[config.mk]
export PLATFORM = sky130hd
export DESIGN_NAME = mem_arbiter_filter
export DESIGN_NICKNAME = d
export VERILOG_FILES = /design/src/rtl/mem_arbiter_filter.sv
export SDC_FILE = /design/constraint.sdc
export NUM_CORES = 1
export LEC_CHECK = 0
export ABC_CLOCK_PERIOD_IN_PS = 4450
export CAP_MARGIN = 20
export CORE_AREA = 2 2 142 144
export CTS_CLUSTER_DIAMETER = 150
export DETAILED_ROUTE_END_ITERATION = 6
export DIE_AREA = 0 0 144 146
export GPL_TIMING_DRIVEN = 0
export HOLD_SLACK_MARGIN = 0.1
export PLACE_DENSITY = 0.74
export SLEW_MARGIN = 5
export SYNTH_ARGS = -nofsm -noshare
export SYNTH_HDL_FRONTEND = slang
export SYNTH_SLANG_ARGS = --single-unit
[constraint.sdc]
create_clock -name hclk -period 4.45 [get_ports hclk]
set_input_delay 0.6675 -clock hclk [delete_from_list [all_inputs] [get_ports hclk]]
set_output_delay 0.6675 -clock hclk [all_outputs]
set_load 0.02 [all_outputs]
[src/rtl/mem_arbiter_filter.sv]
// Two-requester round-robin memory arbiter with an address-window access filter.
// One access is in flight at a time: the winner's request is latched at grant,
// checked against the sampled filter configuration, and either issued to memory
// (ACCESS, then WAIT for reads) or rejected with an error pulse (ERR).
module mem_arbiter_filter #(
    parameter int ADDR_WIDTH = 32,
    parameter int DATA_WIDTH = 32,
    parameter int RD_LATENCY = 2
) (
    input  logic                  hclk,
    input  logic                  hreset,
    input  logic                  m0_req,
    input  logic                  m0_wr,
    input  logic [ADDR_WIDTH-1:0] m0_addr,
    input  logic [DATA_WIDTH-1:0] m0_wdata,
    output logic                  m0_ack,
    output logic                  m0_err,
    output logic [DATA_WIDTH-1:0] m0_rdata,
    input  logic                  m1_req,
    input  logic                  m1_wr,
    input  logic [ADDR_WIDTH-1:0] m1_addr,
    input  logic [DATA_WIDTH-1:0] m1_wdata,
    output logic                  m1_ack,
    output logic                  m1_err,
    output logic [DATA_WIDTH-1:0] m1_rdata,
    input  logic [1:0]            ctrl_reg,
    input  logic [ADDR_WIDTH-1:0] start_addr,
    input  logic [ADDR_WIDTH-1:0] end_addr,
    output logic                  mem_en,
    output logic                  mem_wr,
    output logic [ADDR_WIDTH-1:0] mem_addr,
    output logic [DATA_WIDTH-1:0] mem_wdata,
    input  logic [DATA_WIDTH-1:0] mem_rdata,
    output logic                  busy
);

    typedef enum logic [2:0] {
        IDLE,
        ACCESS,
        WAIT,
        RESP,
        ERR
    } state_t;

    // WAIT runs RD_LATENCY cycles; the counter value of the final one.
    localparam logic [2:0] LAST_CNT = 3'(RD_LATENCY - 1);

    state_t                  state;
    state_t                  state_nxt;
    logic                    last_grant;   // 0 = m0, 1 = m1
    logic                    cur_idx;
    logic                    cur_wr;
    logic [2:0]              wait_cnt;
    logic [DATA_WIDTH-1:0]   rdata_q;

    logic                    any_req;
    logic                    grant_idx;
    logic                    sel_wr;
    logic [ADDR_WIDTH-1:0]   sel_addr;
    logic [DATA_WIDTH-1:0]   sel_wdata;
    logic                    in_window;
    logic                    permitted;
    logic                    wait_done;
    logic                    ack_any;
    logic [DATA_WIDTH-1:0]   resp_rdata;

    assign any_req   = m0_req | m1_req;
    assign wait_done = (wait_cnt == LAST_CNT);

    // Round-robin pick: on a tie the requester not granted last wins.
    always_comb begin
        // NOTE: every combinational output gets a default first so no path leaves it unassigned, which would infer a latch.
        grant_idx = 1'b0;
        if (m0_req && m1_req) begin
            grant_idx = ~last_grant;
        end else if (m1_req) begin
            grant_idx = 1'b1;
        end
    end

    assign sel_wr    = grant_idx ? m1_wr    : m0_wr;
    assign sel_addr  = grant_idx ? m1_addr  : m0_addr;
    assign sel_wdata = grant_idx ? m1_wdata : m0_wdata;

    // Unsigned inclusive window; start above end naturally yields an empty window.
    assign in_window = (sel_addr >= start_addr) && (sel_addr <= end_addr);
    assign permitted = !ctrl_reg[0] || (ctrl_reg[1] ? in_window : !in_window);

    // State register.
    always_ff @(posedge hclk or posedge hreset) begin
        if (hreset) begin
            state <= IDLE;
        end else begin
            // NOTE: sequential state uses non-blocking assignment so every register samples pre-edge values.
            state <= state_nxt;
        end
    end

    // Next-state decode.
    always_comb begin
        state_nxt = state;
        case (state)
            IDLE:    if (any_req) state_nxt = permitted ? ACCESS : ERR;
            ACCESS:  state_nxt = cur_wr ? RESP : WAIT;
            WAIT:    if (wait_done) state_nxt = RESP;
            RESP:    state_nxt = IDLE;
            ERR:     state_nxt = IDLE;
            default: state_nxt = IDLE;
        endcase
    end

    // Grant latching, memory-side registers, read-latency counter and data capture.
    always_ff @(posedge hclk or posedge hreset) begin
        if (hreset) begin
            last_grant <= 1'b1;
            cur_idx    <= 1'b0;
            cur_wr     <= 1'b0;
            wait_cnt   <= '0;
            rdata_q    <= '0;
            mem_wr     <= 1'b0;
            mem_addr   <= '0;
            mem_wdata  <= '0;
        end else begin
            case (state)
                IDLE: begin
                    if (any_req) begin
                        cur_idx    <= grant_idx;
                        cur_wr     <= sel_wr;
                        last_grant <= grant_idx;
                        // Memory-side fields only move for accesses that are issued,
                        // so they hold their last values across filtered requests.
                        if (permitted) begin
                            mem_wr    <= sel_wr;
                            mem_addr  <= sel_addr;
                            mem_wdata <= sel_wdata;
                        end
                    end
                end
                WAIT: begin
                    if (wait_done) begin
                        rdata_q  <= mem_rdata;
                        wait_cnt <= '0;
                    end else begin
                        wait_cnt <= wait_cnt + 3'd1;
                    end
                end
                default: ;
            endcase
        end
    end

    // Response and memory strobes decoded from the current state.
    assign ack_any    = (state == RESP) || (state == ERR);
    assign resp_rdata = ((state == RESP) && !cur_wr) ? rdata_q : '0;

    assign m0_ack   = ack_any && !cur_idx;
    assign m1_ack   = ack_any &&  cur_idx;
    assign m0_err   = (state == ERR) && !cur_idx;
    assign m1_err   = (state == ERR) &&  cur_idx;
    assign m0_rdata = cur_idx ? '0 : resp_rdata;
    assign m1_rdata = cur_idx ? resp_rdata : '0;
    assign mem_en   = (state == ACCESS);
    assign busy     = (state != IDLE);

endmodule

Yosys cells after proc, flatten, opt, wreduce, memory -nomap -nowiden
Cells that the tools add are included.
W data, S select, Z words.
- add/subtract/negate cells: 1
- magnitude comparators: 2
- eq/ne operators: 7
- muxes and demuxes: 15
- bitwise logic cells: 2
- reduce and logical (&&, ||, !) cells: 19
- operators with widths (operator ; count):
    $mux W32 ; 5
    $ge A32 B32 Y1 ; 1
    $le A32 B32 Y1 ; 1
    $mux W3 ; 4
    $pmux W3 S3 ; 1
    $logic_and A1 B1 Y1 ; 7
    $eq A3 B1 Y1 const B ; 2
    $eq A3 B2 Y1 const B ; 2
    $reduce_and A2 Y1 ; 3
    $mux W1 ; 5
    $logic_not A1 Y1 ; 4
    $ne A2 B2 Y1 const B ; 2
    $add A3 B1 Y3 const B ; 1
    $eq A3 B3 Y1 const B ; 1
    $logic_not A3 Y1 ; 1
    $reduce_and A3 Y1 ; 1
    $reduce_bool A3 Y1 ; 1
    $logic_or A1 B1 Y1 ; 2
    $not A1 Y1 ; 1
    $or A1 B1 Y1 ; 1
- register bits: 106
- input port bits: 232
- output and inout bits: 135
- logic and storage cells: 55

Depth between registers and ports, before layout
Gate-level depths: netlist of the first run.
- depth in word-level cells: 11
- gate-level depth with buffers: 15
- depth with buffers taken out: 11

Worst setup path before layout of the first run
Ideal clock, no wire load.
- path kind: input to register
- from: input m1_req
- to: register mem_addr[10]
- setup time: 0.125 ns
- arrival time: 3.850 ns
- required time: 4.325 ns
- slack: 0.475 ns
- stages on the path: 14
- buffers on the path: 3
- cell sequence: a21boi_0 clkbuf_1 mux2_2 ha_1 a21oi_1 o21ai_0 a221o_1 a211o_1 o31a_1 o21a_1 buf_4 nand2_4 buf_6 mux2_4
- word-level cells in the longest chain between the ends: 9
- elaborated cells on any way between the ends: 12
- those cells by class: order compare: 2; mux: 4; bitwise: 1; reduce/logical: 5
- ends and longest elaborated chain (what ; line ; text):
    start, declared ; 19 ; input logic m1_req,
    $mux W1 / $logic_and A1 B1 Y1 (equally long branches) ; 76, 74 ;
    $mux W1 * ; 74 ; if (m0_req && m1_req) begin
    $mux W32 * ; 82 ; assign sel_addr = grant_idx ? m1_addr : m0_addr;
    net sel_addr[23] ; 59 ; logic [ADDR_WIDTH-1:0] sel_addr;
    $ge A32 B32 Y1 / $le A32 B32 Y1 (equally long branches) ; 86 ; assign in_window = (sel_addr >= start_addr) && (sel_addr <= end_addr);
    $logic_and A1 B1 Y1 * ; 86 ;
    $logic_not A1 Y1 ; 87 ; assign permitted = !ctrl_reg[0] || (ctrl_reg[1] ? in_window : !in_window);
    $mux W1 * ; 87 ;
    $logic_or A1 B1 Y1 * ; 87 ;
    $reduce_and A3 Y1 (no line) * ; - ;
    end signal, assigned ; 134 ; mem_addr <= sel_addr;
    end, declared ; 31 ; output logic [ADDR_WIDTH-1:0] mem_addr,
The timed path passes the listed nets; every way through them passes the cells marked *.
A chain may end at the register's enable or synchronous reset.

Worst setup path after layout of the first run
- from: input m1_req
- to: register mem_addr[1]
The elaborated chain is that of the path after synthesis.

==> qor_table.md, run 1 <==
| Parameter | This run |
|---|---|
| Top cells by area in the synthesized netlist | sky130_fd_sc_hd__dfrtp_1 37%, sky130_fd_sc_hd__ha_1 11%, sky130_fd_sc_hd__mux2_2 10%, sky130_fd_sc_hd__mux2_4 6.4%, sky130_fd_sc_hd__and2_1 5.7% |
| Total Neg Setup Slack | 0 ns |
| Number of endpoints with negative hold slack in the final report | 0 |
| Internal Pwr Total | 3.52 mW |
| Crit path kind | input pin to flop |
| Largest clock skew in the final design | 0.00984 ns |
| Transition time at the pin with the least slew margin | 0.765 ns |
| Category of the worst setup path capture point | flop |
| Warnings from Yosys | 0 |
| Post-route cell area | 11400 µm² |
| Final WS setup | 0.177 ns |
| # setup viols final | 0 |
| CP max stage delay | 0.49 ns |
| Final Hold Slack | 0.473 ns |
| Synthesis-stage register bit count | 106 |
| Vias in the first global route | 6361 |
| Post-Synthesis Cell Area | 7020 µm² |
| Total Routing Usage GR | 21.3% |
| Number of antenna diodes | 0 |
| Worst flop-to-flop path endpoint | mem_addr[1] |
| Synth top area share | 37.4% |
| Result of the run | complete, no violations |
| Hold Path Stages | 1 |
| Critical Path RT | 4.69 ns |
| Startpoint kind of the worst setup timing path | input pin |
| Worst flop-to-flop path startpoint | last_grant |
| Final antenna-violating net count | 0 |
| Number of buffers added on ports | 366 |
| Switching part of the total | 38.0% |
| Unrepaired setup endpoints after global routing | no |
| Placeable core area | 19300 µm² |
| Launch instance of the worst min-delay path | wait_cnt[0] |
| Clock group share of total power | 14.2% |
| Number of detailed-routing iterations run before antenna repair | 4 |
| Total length of routed wires | 22600 µm |
| Antenna violations before repair | 0 |
| Fin nets | 1361 |
| Overflow after GRT | 0 |
| Leak | 5.03 nW |
| Number of clock buffers inserted by TritonCTS | 9 |
| Largest net degree at the start of global routing | 67 |
| Synth unique cells | 47 |
| Clock latency on the worst-skew pair | 0.35 ns |
| Vertical extent of the die | 146 µm |
| Net Sw Power | 2.16 mW |
| Place WS | -1.03 ns |
| Final routed DRC violation total | 0 |
| Total power of the final layout | 5.68 mW |
| Buffer depth of the longest clock path | 2 |
| Die Footprint | 21000 µm² |
| Post-CTS Hold Buffers | 0 |
| GR Util met1 | 25.8% |
| Worst-case register-to-register setup slack | 0.65 ns |
| Placed wire-length estimate | 18500 µm |
| Met3 GRT Util | 5.07% |
| Worst path slowest cell | sky130_fd_sc_hd__clkdlybuf4s50_1 |
| Type of the worst min-delay path | flop to flop |
| Synth Area per Inst | 10.3 µm² |
| Pwr Density | 496 nW/µm² |
| Share of the yosys chip area belonging to registers | 37.8% |
| Die Span X | 144 µm |
| Crit path max fanout | 10 |
| Fraction of final layout cells with drive strength greater than 1 | 13.4% |
| Maximum ir drop on the vdd rail | 0.000291 V |
| Dominant cell type by count on the critical path | sky130_fd_sc_hd__buf_4 |
| Number of cells produced by synthesis | 681 |
| Filler Cell Count | 1734 |
| Clock transition at path regs | 0.07 ns |
| WHS Endpoint | wait_cnt[0] |
| Total number of vias | 6415 |
| Worst R2R Path Depth | 14 |
| Seq pwr share | 30.6% |
| Portion of the clock cycle consumed by the worst path in the final layout | 96.0% |
| Worst-case headroom to the max-slew limit | 49.0% |
| Area added between synthesis and finish | 63.1% |
| Achievable frequency | 234 MHz |
| Share of power burned in combinational logic | 55.2% |
| Busiest layer in global routing | met2 |
| Clock sink count | 106 |
| Clock tree root driver cell | sky130_fd_sc_hd__clkbuf_16 |
| Wire length of the first global-routing pass | 34700 µm |
| Count of flip-flops with a built-in enable after synthesis | 0 |
| Number of rows created at floorplan | 51 |
| Routability Congestion | 0.826 |
| Post-synth ARST share | 100% |
| DR vias/cell | 4.81 |
| Cell type with the largest total area after synthesis | sky130_fd_sc_hd__dfrtp_1 |
| Routed wire length per instance | 16.9 µm |
| Endpoint arrival time on the critical path | 4.51 ns |
| Post-synth net total | 977 |
| Met2 track demand over resource in global routing | 37.1% |
| Top_reg_cell synth | sky130_fd_sc_hd__dfrtp_1 |
| Initial Utilization | 36.3% |
| Max-capacitance violation count | 0 |
| Clock tree from TritonCTS | built |
| Placed cell area | 11100 µm² |
| H-tree level count | 3 |
| Initial DRC count | 162 |
| Pins over their slew limit | 0 |
| CP cell instances | clkdlybuf4s50_1 > a21boi_2 > buf_4 > mux2_2 > ha_1 > a21oi_1 > o21ai_0 > a221o_1 > a211o_1 > o31a_1 > o21a_1 > buf_4 > nand2_4 > buf_6 > mux2_4 |
| I/O Pins | 367 |
| Fin crit period | 4.27 ns |
## sequential cells by signal, summed over array words and instances (netlist names)
name,flops
last_grant,1
mem_wdata,32
cur_wr,1
wait_cnt,3
cur_idx,1
mem_wr,1
state,3
rdata_q,32
mem_addr,32
## through the flow
stage / utilization, % / instances
final: 59.2 / 1335
after CTS: 59.0 / 1332
after global routing: 59.2 / 1335
after global placement: 57.0 / 1312
after floorplan: - / 681
after detailed placement: 57.2 / 1315
## kinds of logic after synthesis
| family | synth area share, % |
|---|---|
| compound gates | 11.1 |
| buf+inv | 6.15 |
| mux | 21.5 |
| xor+xnor | 0.499 |
| fa+ha+maj | 11.4 |
| flops | 37.8 |
| simple gates | 11.6 |
## power groups by stage
stage	combinational, mW	sequential (mW)	clock (mW)
global placement	3.07	1.74	0
finish	3.13	1.74	0.806
CTS	3.15	1.74	0.840
floorplan	1.46	2.05	0
detailed placement	3.13	1.75	0
global route	3.37	1.81	0.881
## critical path: cells and delay by family
kind | cells | cell delay [ns]
mux | 2 | 0.71
compound gates | 7 | 1.59
fa+ha+maj | 1 | 0.32
buf+inv | 4 | 1.08
simple gates | 1 | 0.11
## per-layer routing
| layer | wire [µm] | share of wire [%] |
|---|---|---|
| met1 | 9240 | 41 |
| met2 | 11100 | 49 |
| met3 | 1700 | 7.5 |
| met4 | 489 | 2.2 |
| met5 | 0 | 0 |
## cells in the mapped netlist (2+ instances only)
| library cell | instances |
|---|---|
| sky130_fd_sc_hd__dfrtp_1 | 105 |
| sky130_fd_sc_hd__inv_1 | 69 |
| sky130_fd_sc_hd__and2_1 | 64 |
| sky130_fd_sc_hd__ha_1 | 64 |
| sky130_fd_sc_hd__mux2_2 | 64 |
| sky130_fd_sc_hd__a21oi_1 | 63 |
| sky130_fd_sc_hd__a31oi_1 | 38 |
| sky130_fd_sc_hd__mux2i_1 | 34 |
| sky130_fd_sc_hd__mux2_4 | 30 |
| sky130_fd_sc_hd__nand2_1 | 21 |
| sky130_fd_sc_hd__clkbuf_1 | 19 |
| sky130_fd_sc_hd__nor2_1 | 17 |
| sky130_fd_sc_hd__o21ai_0 | 13 |
| sky130_fd_sc_hd__nand4_1 | 12 |
| sky130_fd_sc_hd__buf_2 | 9 |
| sky130_fd_sc_hd__nand3_1 | 6 |
| sky130_fd_sc_hd__buf_1 | 4 |
| sky130_fd_sc_hd__buf_6 | 3 |
| sky130_fd_sc_hd__nand2b_1 | 3 |
| sky130_fd_sc_hd__nor2b_1 | 3 |
| sky130_fd_sc_hd__nor3_1 | 3 |
| sky130_fd_sc_hd__or4_1 | 3 |
| sky130_fd_sc_hd__xnor2_1 | 3 |
| sky130_fd_sc_hd__a21o_1 | 2 |
| sky130_fd_sc_hd__a221oi_1 | 2 |
| sky130_fd_sc_hd__and3_1 | 2 |
| sky130_fd_sc_hd__and4_1 | 2 |
| sky130_fd_sc_hd__nor4b_1 | 2 |
| sky130_fd_sc_hd__o211ai_1 | 2 |
| sky130_fd_sc_hd__o21a_1 | 2 |
## what timing repair did
action | 4_1_cts | 5_1_grt
cloned | 0 | 0
setup buffers | 1 | 3
setup endpoints to repair | 65 | 60
pin swaps | 1 | 0
gates resized for setup | 13 | 10
## cells in the final DEF (no fill, tap or decap), types with 3 or more instances in the layout
cell type and instances:
sky130_fd_sc_hd__nand4_1 12, sky130_fd_sc_hd__mux2_2 64, sky130_fd_sc_hd__nand2_1 21, sky130_fd_sc_hd__inv_6 4, sky130_fd_sc_hd__inv_1 68, sky130_fd_sc_hd__mux2i_1 33, sky130_fd_sc_hd__ha_1 64, sky130_fd_sc_hd__xnor2_1 3
sky130_fd_sc_hd__a31oi_1 38, sky130_fd_sc_hd__clkbuf_4 3, sky130_fd_sc_hd__clkdlybuf4s50_1 366, sky130_fd_sc_hd__mux2_4 30, sky130_fd_sc_hd__clkbuf_16 9, sky130_fd_sc_hd__clkbuf_2 5, sky130_fd_sc_hd__nand3_1 6, sky130_fd_sc_hd__buf_4 5
sky130_fd_sc_hd__buf_6 4, sky130_fd_sc_hd__buf_1 4, sky130_fd_sc_hd__nor2b_1 3, sky130_fd_sc_hd__nor3_1 3, sky130_fd_sc_hd__buf_2 6, sky130_fd_sc_hd__nand2b_1 3, sky130_fd_sc_hd__nor2_1 17, sky130_fd_sc_hd__clkbuf_1 13
sky130_fd_sc_hd__a21oi_1 63, sky130_fd_sc_hd__dfrtp_1 105, sky130_fd_sc_hd__o21ai_0 13, sky130_fd_sc_hd__or4_1 3, sky130_fd_sc_hd__and2_1 64
## worst max path at each step
stage / start / endpoint / cells past startpoint
finish: m1_req / mem_addr[1] / 15
global route: m1_req / mem_addr[20] / 15
CTS: m1_req / mem_addr[1] / 15
detailed placement: m1_req / mem_wdata[10] / 14
global placement: m1_req / mem_wdata[2] / 14
floorplan: m1_req / mem_addr[10] / 14
## area by class of cell
type	count	area (µm²)	share of cell area [%]
timing repair buffer	373	3740	32.7
sequential	106	2650	23.2
tap	265	332	2.90
multi-input combinational	470	3950	34.5
buffer	36	206	1.80
clock buffer	10	239	2.09
inverter	69	264	2.31
clock inverter	6	58.8	0.514
(Power assumes the default switching activity.)
==> run 2, diff against run 1 <==
Settings changed: CAP_MARGIN 20 to 10.
==> results of run 2 <==
No change in the layout: final DEF, timing and power equal those of run 1.
